--- src/rtl/toy_itcm_ack_buf_if.sv ---
// rtl/toy_itcm_ack_buf_if.sv - fetch/ITCM request and ack handshake bundle
// slave is the buffer's view; master is the fetch/ITCM side.
interface toy_itcm_ack_buf_if #(
  parameter int ADDR_WIDTH = 32,
  parameter int DATA_WIDTH = 128,
  parameter int ID_WIDTH   = 12
);
  logic                  up_req_vld;
  logic                  up_req_rdy;
  logic [ADDR_WIDTH-1:0] up_req_addr;
  logic [ID_WIDTH-1:0]   up_req_id;

  logic                  mem_req_vld;
  logic                  mem_req_rdy;
  logic [ADDR_WIDTH-1:0] mem_req_addr;
  logic [ID_WIDTH-1:0]   mem_req_id;

  logic                  mem_ack_vld;
  logic [DATA_WIDTH-1:0] mem_ack_data;
  logic [ID_WIDTH-1:0]   mem_ack_id;

  logic                  up_ack_vld;
  logic                  up_ack_rdy;
  logic [DATA_WIDTH-1:0] up_ack_data;
  logic [ID_WIDTH-1:0]   up_ack_id;

  modport slave (
    input  up_req_vld, up_req_addr, up_req_id,
    output up_req_rdy,
    output mem_req_vld, mem_req_addr, mem_req_id,
    input  mem_req_rdy,
    input  mem_ack_vld, mem_ack_data, mem_ack_id,
    output up_ack_vld, up_ack_data, up_ack_id,
    input  up_ack_rdy
  );

  modport master (
    output up_req_vld, up_req_addr, up_req_id,
    input  up_req_rdy,
    input  mem_req_vld, mem_req_addr, mem_req_id,
    output mem_req_rdy,
    output mem_ack_vld, mem_ack_data, mem_ack_id,
    input  up_ack_vld, up_ack_data, up_ack_id,
    output up_ack_rdy
  );
endinterface

--- src/rtl/toy_itcm_ack_buf.sv ---
// rtl/toy_itcm_ack_buf.sv - credit-gated ITCM request pass-through with in-order ack FIFO
// Define TOY_ITCM_ACK_BYPASS_EN for a same-cycle ack path when the FIFO is empty.
module toy_itcm_ack_buf #(
  parameter int ADDR_WIDTH = 32,
  parameter int DATA_WIDTH = 128,
  parameter int ID_WIDTH   = 12,
  parameter int DEPTH      = 4,
  localparam int CW        = $clog2(DEPTH + 1)
) (
  input  logic                 clk,
  input  logic                 rst_n,
  toy_itcm_ack_buf_if.slave    bus,
  output logic [CW-1:0]        credit_used,
  output logic                 err_overflow,
  output logic                 err_unexp_ack
);
  localparam int PW = $clog2(DEPTH);
  localparam int EW = ID_WIDTH + DATA_WIDTH;

  logic [CW-1:0]         inflight;
  logic [PW:0]           wr_ptr;
  logic [PW:0]           rd_ptr;
  logic [EW-1:0]         ram [DEPTH];
  logic [EW-1:0]         head;
  logic [ADDR_WIDTH-1:0] req_addr;
  logic                  has_credit;
  logic                  issue;
  logic                  empty;
  logic                  full;
  logic                  accept;
  logic                  push;
  logic                  pop;
  logic                  fifo_pop;

  // A request may only leave when a slot is guaranteed for its ack.
  assign has_credit       = credit_used < CW'(DEPTH);
  assign req_addr         = bus.up_req_addr;
  assign bus.mem_req_vld  = bus.up_req_vld & has_credit;
  assign bus.up_req_rdy   = rst_n & bus.mem_req_rdy & has_credit;
  assign bus.mem_req_addr = req_addr;
  assign bus.mem_req_id   = bus.up_req_id;
  assign issue            = bus.mem_req_vld & bus.mem_req_rdy;

  assign empty    = wr_ptr == rd_ptr;
  assign full     = (wr_ptr[PW] != rd_ptr[PW]) && (wr_ptr[PW-1:0] == rd_ptr[PW-1:0]);
  assign accept   = bus.mem_ack_vld & (inflight != '0) & ~full;
  assign fifo_pop = ~empty & bus.up_ack_rdy;

`ifdef TOY_ITCM_ACK_BYPASS_EN
  logic bypass_vld;
  assign bypass_vld     = empty & accept;
  assign bus.up_ack_vld = ~empty | bypass_vld;
  assign head           = empty ? {bus.mem_ack_id, bus.mem_ack_data} : ram[rd_ptr[PW-1:0]];
  assign push           = accept & ~(bypass_vld & bus.up_ack_rdy);
`else
  assign bus.up_ack_vld = ~empty;
  assign head           = ram[rd_ptr[PW-1:0]];
  assign push           = accept;
`endif

  assign bus.up_ack_id   = head[EW-1:DATA_WIDTH];
  assign bus.up_ack_data = head[DATA_WIDTH-1:0];
  assign pop             = bus.up_ack_vld & bus.up_ack_rdy;

  always_ff @(posedge clk or negedge rst_n) begin
    if (!rst_n) begin
      credit_used   <= '0;
      inflight      <= '0;
      wr_ptr        <= '0;
      rd_ptr        <= '0;
      err_overflow  <= 1'b0;
      err_unexp_ack <= 1'b0;
    end else begin
      credit_used <= credit_used + CW'(issue) - CW'(pop);
      inflight    <= inflight + CW'(issue) - CW'(accept);
      if (push) begin
        wr_ptr <= wr_ptr + 1'b1;
      end
      if (fifo_pop) begin
        rd_ptr <= rd_ptr + 1'b1;
      end
      if (bus.mem_ack_vld && full) begin
        err_overflow <= 1'b1;
      end
      if (bus.mem_ack_vld && (inflight == '0)) begin
        err_unexp_ack <= 1'b1;
      end
    end
  end

  // Data storage is deliberately left out of reset; the pointers gate visibility.
  always_ff @(posedge clk) begin
    if (push) begin
      ram[wr_ptr[PW-1:0]] <= {bus.mem_ack_id, bus.mem_ack_data};
    end
  end
endmodule
--- src/flat_wrapper.sv ---
// flat-port wrapper written by rule: the top's interface ports become plain ports
module toy_itcm_ack_buf_flat 
#(
  parameter int ADDR_WIDTH = 32,
  parameter int DATA_WIDTH = 128,
  parameter int ID_WIDTH   = 12,
  parameter int DEPTH      = 4,
  localparam int CW        = $clog2(DEPTH + 1)
)
  (clk, rst_n, credit_used, err_overflow, err_unexp_ack, bus_up_req_vld, bus_up_req_addr, bus_up_req_id, bus_up_req_rdy, bus_mem_req_vld, bus_mem_req_addr, bus_mem_req_id, bus_mem_req_rdy, bus_mem_ack_vld, bus_mem_ack_data, bus_mem_ack_id, bus_up_ack_vld, bus_up_ack_data, bus_up_ack_id, bus_up_ack_rdy);
  toy_itcm_ack_buf_if #(.ADDR_WIDTH(ADDR_WIDTH), .DATA_WIDTH(DATA_WIDTH), .ID_WIDTH(ID_WIDTH)) bus_i ();
  input  logic clk;
  input  logic rst_n;
  output logic [CW-1:0] credit_used;
  output logic err_overflow;
  output logic err_unexp_ack;
  input wire logic [$bits(bus_i.up_req_vld)-1:0] bus_up_req_vld;
  input wire logic [$bits(bus_i.up_req_addr)-1:0] bus_up_req_addr;
  input wire logic [$bits(bus_i.up_req_id)-1:0] bus_up_req_id;
  output wire logic [$bits(bus_i.up_req_rdy)-1:0] bus_up_req_rdy;
  output wire logic [$bits(bus_i.mem_req_vld)-1:0] bus_mem_req_vld;
  output wire logic [$bits(bus_i.mem_req_addr)-1:0] bus_mem_req_addr;
  output wire logic [$bits(bus_i.mem_req_id)-1:0] bus_mem_req_id;
  input wire logic [$bits(bus_i.mem_req_rdy)-1:0] bus_mem_req_rdy;
  input wire logic [$bits(bus_i.mem_ack_vld)-1:0] bus_mem_ack_vld;
  input wire logic [$bits(bus_i.mem_ack_data)-1:0] bus_mem_ack_data;
  input wire logic [$bits(bus_i.mem_ack_id)-1:0] bus_mem_ack_id;
  output wire logic [$bits(bus_i.up_ack_vld)-1:0] bus_up_ack_vld;
  output wire logic [$bits(bus_i.up_ack_data)-1:0] bus_up_ack_data;
  output wire logic [$bits(bus_i.up_ack_id)-1:0] bus_up_ack_id;
  input wire logic [$bits(bus_i.up_ack_rdy)-1:0] bus_up_ack_rdy;
  assign bus_i.up_req_vld = bus_up_req_vld;
  assign bus_i.up_req_addr = bus_up_req_addr;
  assign bus_i.up_req_id = bus_up_req_id;
  assign bus_up_req_rdy = bus_i.up_req_rdy;
  assign bus_mem_req_vld = bus_i.mem_req_vld;
  assign bus_mem_req_addr = bus_i.mem_req_addr;
  assign bus_mem_req_id = bus_i.mem_req_id;
  assign bus_i.mem_req_rdy = bus_mem_req_rdy;
  assign bus_i.mem_ack_vld = bus_mem_ack_vld;
  assign bus_i.mem_ack_data = bus_mem_ack_data;
  assign bus_i.mem_ack_id = bus_mem_ack_id;
  assign bus_up_ack_vld = bus_i.up_ack_vld;
  assign bus_up_ack_data = bus_i.up_ack_data;
  assign bus_up_ack_id = bus_i.up_ack_id;
  assign bus_i.up_ack_rdy = bus_up_ack_rdy;
  toy_itcm_ack_buf #(.ADDR_WIDTH(ADDR_WIDTH), .DATA_WIDTH(DATA_WIDTH), .ID_WIDTH(ID_WIDTH), .DEPTH(DEPTH)) u_core (.clk(clk), .rst_n(rst_n), .bus(bus_i), .credit_used(credit_used), .err_overflow(err_overflow), .err_unexp_ack(err_unexp_ack));
endmodule
--- config.mk ---
export PLATFORM = sky130hd
export DESIGN_NAME = toy_itcm_ack_buf_flat
export DESIGN_NICKNAME = d
export VERILOG_FILES = /design/src/rtl/toy_itcm_ack_buf_if.sv /design/src/rtl/toy_itcm_ack_buf.sv /design/src/flat_wrapper.sv
export SDC_FILE = /design/constraint.sdc
export NUM_CORES = 1
export LEC_CHECK = 0
export BUFFER_PORTS_ARGS = -buffer_cell sky130_fd_sc_hd__clkbuf_2
export CAP_MARGIN = 20
export CORE_MARGIN = 5
export CORE_UTILIZATION = 50
export CTS_CLUSTER_DIAMETER = 60
export DETAILED_ROUTE_END_ITERATION = 8
export PLACE_DENSITY_LB_ADDON = 0.12
export SETUP_SLACK_MARGIN = 0.5
export SLEW_MARGIN = 20
export SYNTH_ARGS = -nofsm -noshare
export SYNTH_HDL_FRONTEND = slang
export SYNTH_SLANG_ARGS = --single-unit
--- constraint.sdc ---
create_clock -name clk -period 9.6 [get_ports clk]
set_input_delay 0.48 -clock clk [delete_from_list [all_inputs] [get_ports clk]]
set_output_delay 0.48 -clock clk [all_outputs]
set_load 0.02 [all_outputs]
After elaboration in Yosys (flattened, before gate mapping) --
Memory sizes are Yosys's and may differ from the RTL's. Index checks and enable logic that the tools add are counted.
Word-level totals: memory bits (read-only) 0, output and inout bits 192, input bits 190, register bits after elaboration 14, bits in latches 0, logic and storage cells 33, memories kept 1, memory bits (writable) 560
Cells by class: div/mod/pow operators 0, add/subtract/negate cells 6, shift-type cells 0, reduce and logical (&&, ||, !) cells 5, order comparisons 1, muxes and demuxes 2, bitwise operators 9, multipliers 0, equality and inequality tests 3
Memories:
- u_core.ram | depth 4, width 140, read ports 1, clocked after Yosys merged registers in 0, wr ports 1, line toy_itcm_ack_buf.sv:23 | logic [EW-1:0] ram [DEPTH];
Operators with widths (count):
- 1-bit AND | 7
- 3-bit by 1-bit adder with 3-bit output | 2
- 3-bit by 1-bit adder with 3-bit output, second input constant | 2
- 3-bit by 1-bit subtractor with 3-bit output | 2
- 3-bit equality test | 1
- 1-bit logical AND | 3
- 3-bit logical NOT | 1
- 3-bit < comparator, second input constant | 1
- 3-bit nonzero test | 1
- 2-bit equality test | 1
- 1-bit two-way mux | 2
- 1-bit NOT | 2
- 1-bit inequality test | 1

Logic depth before layout (Yosys ltp) --
Gate-level depths: netlist of the first run.
word-level depth 6, mapped depth 10, gate-level depth less buffers 9

Worst setup path after synthesis of the first run --
OpenSTA, ideal clock, no wires.
kind register to register, start register u_core.rd_ptr[1], end memory u_core.ram[3][0] (netlist name), enable pin, data arrival time 7.675 ns, library setup time 0.685 ns, path buffers 1, cell stages (with the launch flop) 5, period minus slack after synthesis 8.360 ns, data required time 8.915 ns, setup slack 1.240 ns, cells stage by stage dfrtp_1 buf_2 xor2_1 nor2_1 a21oi_1
Between the ends: cells in the longest elaborated chain, start to end 6
RTL lines:
- start, declared | line toy_itcm_ack_buf.sv:22 | logic [PW:0] rd_ptr;
- start signal, assigned | line toy_itcm_ack_buf.sv:80 | rd_ptr <= rd_ptr + 1'b1;
- 2-bit equality test | line toy_itcm_ack_buf.sv:45 | assign full = (wr_ptr[PW] != rd_ptr[PW]) && (wr_ptr[PW-1:0] == rd_ptr[PW-1:0]);
- 1-bit logical AND | line toy_itcm_ack_buf.sv:45
- 1-bit NOT | line toy_itcm_ack_buf.sv:46 | assign accept = bus.mem_ack_vld & (inflight != '0) & ~full;
- 1-bit AND | line toy_itcm_ack_buf.sv:46
- 1-bit two-way mux | line toy_itcm_ack_buf.sv:93 | if (push) begin
- 1-bit two-way mux (implied by the code) | line toy_itcm_ack_buf.sv:94 | ram[wr_ptr[PW-1:0]] <= {bus.mem_ack_id, bus.mem_ack_data};
- end, declared | line toy_itcm_ack_buf.sv:23
No other way between the ends.

Worst setup path in the final report of the first run --
start register u_core.rd_ptr[1], end output port bus_up_ack_data[109]
Between the ends: cells in the longest elaborated chain, start to end 1
RTL lines:
- memory read 4 x 140 bit
- end, declared | line flat_wrapper.sv:29 | output wire logic [$bits(bus_i.up_ack_data)-1:0] bus_up_ack_data;
No other way between the ends.

==> results.py, run 1 <==
metrics = {
    "finish": {
        "nets": 1338,
        "area_growth_pct": 16.5,
        "fillers": 3071,
        "final_common_cell": "edfxtp_1",
        "drive_above_1_share": 0.447,
        "final_cell_mix": "edfxtp_1 (560), clkbuf_2 (293), mux4_2 (140)",
    },
    "placed_design": {
        "dp_slack_ns": 5.78,
        "port_buffers": 293,
        "finalWeightedCongestion": 0.724,
        "hpwl_um": 25000,
    },
    "pwr": {
        "cellLeakagePower_nw": 8.54,
        "power.density_mw_per_mm2": 335,
        "ir_worst_vdd_v": 0.000186,
    },
    "timing": {
        "setup_slack_ns": 5.48,
        "tns_ns": 0,
        "worstMarginPinSlew_ns": 1.09,
        "finalHoldViolations": 0,
        "slew_violations": 0,
        "finalCritPeriodShare": 0.429,
        "fin_skew_ns": 0.0195,
        "setup_viol": 0,
        "period_minus_slack_ns": 4.12,
        "rsz0062_at_grt": "no",
        "max_slew_margin": 0.264,
        "max_freq_mhz": 243,
    },
    "critical_path": {
        "crit-reg2reg-capture": "u_core.ram[1][79]",
        "arrival_ns": 3.64,
        "crit_end": "bus_up_ack_data[109]",
        "path_class": "flop to primary output",
        "start_kind": "flop",
        "cp.required_ns": 9.12,
        "crit_fanout": 63,
        "r2r_start": "u_core.rd_ptr[0]",
        "critPathLaunch": "u_core.rd_ptr[1]",
        "endpoint_kind": "primary output",
        "rr_worst_depth": 4,
        "rrSetupSlack_ns": 5.89,
    },
    "synth": {
        "yosys_most_used_dff": "edfxtp_1",
        "yosys.area_share.simple": 0.00299,
        "synth_nets": 1050,
        "synth-async-reset-ratio": 0.0244,
        "synth_cell_types": 31,
        "yosys_warnings": 0,
        "postSynthRegisterBits": 574,
        "synth_compound_area_frac": 0.00469,
        "synth_area_mm2": 0.0213,
        "muxShareOfSynthArea": 0.150,
        "synthAdderAreaFrac": 0.00716,
        "synth.avg_cell_area_um2": 25.1,
        "yosys.area_share.xor_xnor": 0.00487,
        "synth.yosys.seq_area_share": 0.805,
        "synth-edff-count": 560,
        "synth_top_family_by_area": "multiplexers",
        "syn_inst": 849,
    },
    "clock_network": {
        "clk_latency_ns": 0.59,
        "clock-sinks": 574,
        "ctsHtreeMaxLevel": 2,
        "cts_root_buf": "clkbuf_16",
        "ctsResizeCount": 0,
        "ctsHoldBuffers": 1,
        "cts_buffers": 56,
        "cts_setup_buffers": 0,
        "clk_pin_slew_worst_paths_ns": 0.06,
        "cts_tree": "built",
        "cts_max_path_buffers": 3,
    },
    "route": {
        "vias": 9418,
        "ant_nets": 0,
        "drt-total-wl_um": 41200,
        "detail_route.first_pass.iterations": 6,
        "viasPerCell": 5.48,
        "route.detailed.drc": 0,
        "wire_per_inst_um": 24.0,
        "first_iter_violations": 550,
    },
    "global_route": {
        "grt_pass1_wl_um": 62400,
        "grt-busiest-layer": "met2",
        "grtUsageMet3": 0.0628,
        "met2_usage": 0.290,
        "grt_overflow": 0,
        "antenna_found_initial": 3,
        "track_usage": 0.176,
        "grt_pass1_vias": 10223,
        "met1_usage": 0.223,
        "grt_max_degree": 141,
    },
    "floorplanning": {
        "die_area_mm2": 0.0469,
        "core_region_area_mm2": 0.0420,
        "die_w_um": 217,
        "initial_core_util": 0.507,
        "boundaryPins": 382,
        "rows": 75,
        "die_h_um": 217,
    },
    "hold_path": {
        "whs_path_depth": 1,
        "hp-class": "input pin to flop",
    },
    "job": {
        "maxCapViolations": 0,
    },
    "run_status": {
        "status": "complete, no violations",
    },
}
==> worst min path at each step <==
stage	start	end	slack, ns
after global routing	bus_mem_ack_data[22]	u_core.ram[2][22]	0.07
after floorplan	rst_n	u_core.credit_used[0]	0.18
after detailed placement	rst_n	u_core.credit_used[0]	0.42
final	bus_mem_ack_data[73]	u_core.ram[1][73]	0.10
after CTS	bus_mem_ack_data[42]	u_core.ram[1][42]	0.06
after global placement	rst_n	u_core.credit_used[0]	0.42
==> worst max-delay path, cell delays in order (launching register included) <==
cell	delay [ns]
dfrtp_4	0.79
buf_4	0.86
buf_4	0.70
mux4_2	0.44
clkbuf_2	0.18
==> final cells by class <==
cell class	count	area, um^2	area share
clock inverter	27	235	0.00947
tap	539	674	0.0271
clock buffer	72	1500	0.0605
timing repair buffer	306	1580	0.0636
sequential	574	17200	0.691
multi-input combinational	187	3630	0.146
antenna	1	2.50	0.000101
inverter	12	45.0	0.00181
==> power breakdown <==
| group | internal, mW | switching [mW] |
|---|---|---|
| combinational | 1.03 | 1.62 |
| clock | 1.20 | 0.863 |
| sequential | 3.39 | 0.218 |
| total | 5.62 | 2.71 |
==> cell usage after synthesis (all sizes together), types with 2 or more instances <==
library cell,count,share of area
mux4,140,0.15
ha,9,0.0053
inv,12,0.0021
o311ai,2,0.00082
fa,2,0.0019
edfxtp,560,0.79
xor2,4,0.0020
xnor2,7,0.0029
mux2,2,0.0012
dfrtp,14,0.016
nand2,2,0.00035
clkbuf,6,0.0011
nor2,2,0.00035
buf,70,0.023
and2,4,0.0012
==> logic make-up after synthesis <==
family | after synthesis
DFF | 574
muxes | 143
buffers and inverters | 88
and+or+nand+nor | 12
xor gates and xnor gates | 11
adders and majority gates | 11
AOI/OAI and AO/OA | 10
==> per-stage QoR <==
stage	utilization	cell area, um^2	power [mW]	hold slack [ns]	instances
after floorplan	-	21300	5.58	0.184	849
after global placement	0.549	23100	6.38	0.420	1617
after detailed placement	0.549	23100	6.40	0.418	1617
after CTS	0.591	24800	8.48	0.0610	1717
after global routing	0.591	24800	8.76	0.0662	1717
final	0.591	24800	8.33	0.103	1718
==> flip-flops by register name (all words and copies together) (netlist names) <==
register              cells
u_core.inflight           3
u_core.rd_ptr             3
u_core.wr_ptr             3
u_core.credit_used        3
u_core.ram              560
u_core.err_unexp_ack      1
u_core.err_overflow       1
==> layer usage <==
metal,share of wire,up-vias,wire length [um]
li1,-,4125,-
met5,0.00066,-,27
met2,0.50,283,20800
met4,0.019,4,784
met1,0.39,4934,16000
met3,0.086,72,3540
No activity file was read; power rests on OpenSTA's default activity.
==> inputs of run 2 (changes only) <==
clock period = 4.3 ns   (was 9.6 ns; I/O delays follow)
==> run 2 against run 1 <==
Sequential power is 120% higher; largest power group unchanged; utilization up 3.8 points; global-route usage grew 0.71 points; first-iteration DRC count grew 7.3%; register-to-register slack lost 4.5 ns; highest routed layer is now met4; design area is 6.5% higher; clock power grew 120%.
==> results.py, run 2 (same netlist as run 1, synthesis figures left out) <==
metrics = {
    "run_status": {
        "status": "complete, no violations",
    },
    "timing": {
        "tns_ns": 0,
        "setup_viol": 0,
        "max_slew_margin": 0.337,
        "period_minus_slack_ns": 3.27,
        "fin_skew_ns": 0.0213,
        "slew_violations": 0,
        "max_freq_mhz": 306,
        "finalHoldViolations": 0,
        "worstMarginPinSlew_ns": 0.992,
        "rsz0062_at_grt": "no",
        "finalCritPeriodShare": 0.759,
    },
    "critical_path": {
        "cp.required_ns": 4.09,
        "start_kind": "flop",
        "path_class": "flop to primary output",
        "endpoint_kind": "primary output",
        "crit_fanout": 47,
        "arrival_ns": 3.05,
    },
    "floorplanning": {
        "rows": 75,
        "die_w_um": 217,
        "core_region_area_mm2": 0.0420,
        "boundaryPins": 382,
        "die_area_mm2": 0.0469,
        "die_h_um": 217,
        "initial_core_util": 0.507,
    },
    "pwr": {
        "ir_worst_vdd_v": 0.000576,
        "power.density_mw_per_mm2": 709,
        "power_mw": 18.7,
        "cellLeakagePower_nw": 9.23,
    },
    "clock_network": {
        "ctsHtreeMaxLevel": 2,
        "clk_latency_ns": 0.60,
        "cts_max_path_buffers": 3,
        "clock-sinks": 574,
        "cts_tree": "built",
        "cts_setup_buffers": 0,
        "cts_root_buf": "clkbuf_16",
        "cts_buffers": 56,
        "clk_pin_slew_worst_paths_ns": 0.06,
    },
    "finish": {
        "final_cell_mix": "edfxtp_1 (560), clkbuf_2 (293), dlygate4sd3_1 (143)",
        "multiInputGateArea_mm2": 0.00363,
        "nets": 1493,
        "fillers": 2921,
        "drive_above_1_share": 0.404,
        "register_area_mm2": 0.0172,
        "final_common_cell": "edfxtp_1",
        "area_growth_pct": 24.0,
        "largest_reg_flops": 560,
    },
    "route": {
        "ant_nets": 0,
        "top_layer": "met4",
        "route.met3.wl_um": 3430,
        "dr_wl_met2_um": 21400,
        "first_iter_violations": 590,
        "detail_route.first_pass.iterations": 4,
        "drt-total-wl_um": 42700,
        "route.detailed.drc": 0,
        "viasPerCell": 5.33,
        "wire_per_inst_um": 22.7,
        "wl_met1_um": 17000,
        "vias": 10029,
    },
    "global_route": {
        "grt_pass1_vias": 11048,
        "grt_max_degree": 143,
        "track_usage": 0.183,
        "grt_pass1_wl_um": 65600,
        "antenna_found_initial": 4,
        "grt_overflow": 0,
    },
    "placed_design": {
        "hpwl_um": 25600,
        "port_buffers": 293,
        "finalWeightedCongestion": 0.721,
    },
    "hold_path": {
        "hp-class": "input pin to async pin",
    },
    "job": {
        "maxCapViolations": 0,
    },
}
==> run 2: area by class of cell <==
class,instances,share of cell area
inverters,12,0.00170
well taps,539,0.0255
diodes,4,0.000379
flip-flops and latches,574,0.649
clock buffers,79,0.0578
repair buffers,461,0.122
multi-input cells,187,0.137
clock inverters,24,0.00610
==> run 2: timing repair <==
action,4_1_cts,5_1_grt
gates resized for setup,0,0
hold buffers,143,0
endpoints found under the hold margin,579,0
==> run 2: path summary, 6_finish.rpt <==
path                                       from                    end  slack (ns)  depth (start not counted)
max in group asynchronous                 rst_n       u_core.rd_ptr[1]        3.89                          2
max reg2reg                    u_core.rd_ptr[0]     u_core.ram[1][111]        1.41                          4
max                            u_core.rd_ptr[0]   bus_up_ack_data[100]        1.03                          3
min in group clk                bus_mem_req_rdy  u_core.credit_used[0]        0.11                          3
min reg2reg                u_core.err_unexp_ack   u_core.err_unexp_ack        0.46                          1
min                                       rst_n  u_core.credit_used[1]        0.09                          2
==> run 2: where the power goes <==
part / switching [mW] / leakage (nW) / internal, mW / total (mW)
clock network: 1.91 / 0.826 / 2.58 / 4.50
registers: 0.359 / 5.28 / 7.55 / 7.91
logic: 3.81 / 3.13 / 2.52 / 6.33
total: 6.08 / 9.23 / 12.7 / 18.7
==> run 2: metal layers <==
metal | track usage | up-vias
met5 | 0 | -
met1 | 0.233 | 5171
li1 | - | 4457
met2 | 0.304 | 333
met3 | 0.0639 | 68
met4 | 0.0485 | 0
==> run 2: worst max-delay path, cell delays in order (launching register included) <==
cell,delay (ns)
dfrtp_4,0.74
buf_4,0.82
mux4_2,0.66
clkbuf_2,0.19
==> run 2: metrics by stage <==
step | worst slack, ns | instances | instance area, um^2 | utilization | hold WS (ns)
3_3_place_gp | 1.35 | 1630 | 23300 | 0.555 | 0.160
6_report | 1.03 | 1880 | 26400 | 0.629 | 0.0855
5_1_grt | 0.763 | 1880 | 26400 | 0.629 | 0.101
2_1_floorplan | 0.599 | 849 | 21300 | - | -0.0806
3_5_place_dp | 1.31 | 1630 | 23300 | 0.555 | 0.165
4_1_cts | 0.897 | 1876 | 26400 | 0.629 | 0.0573
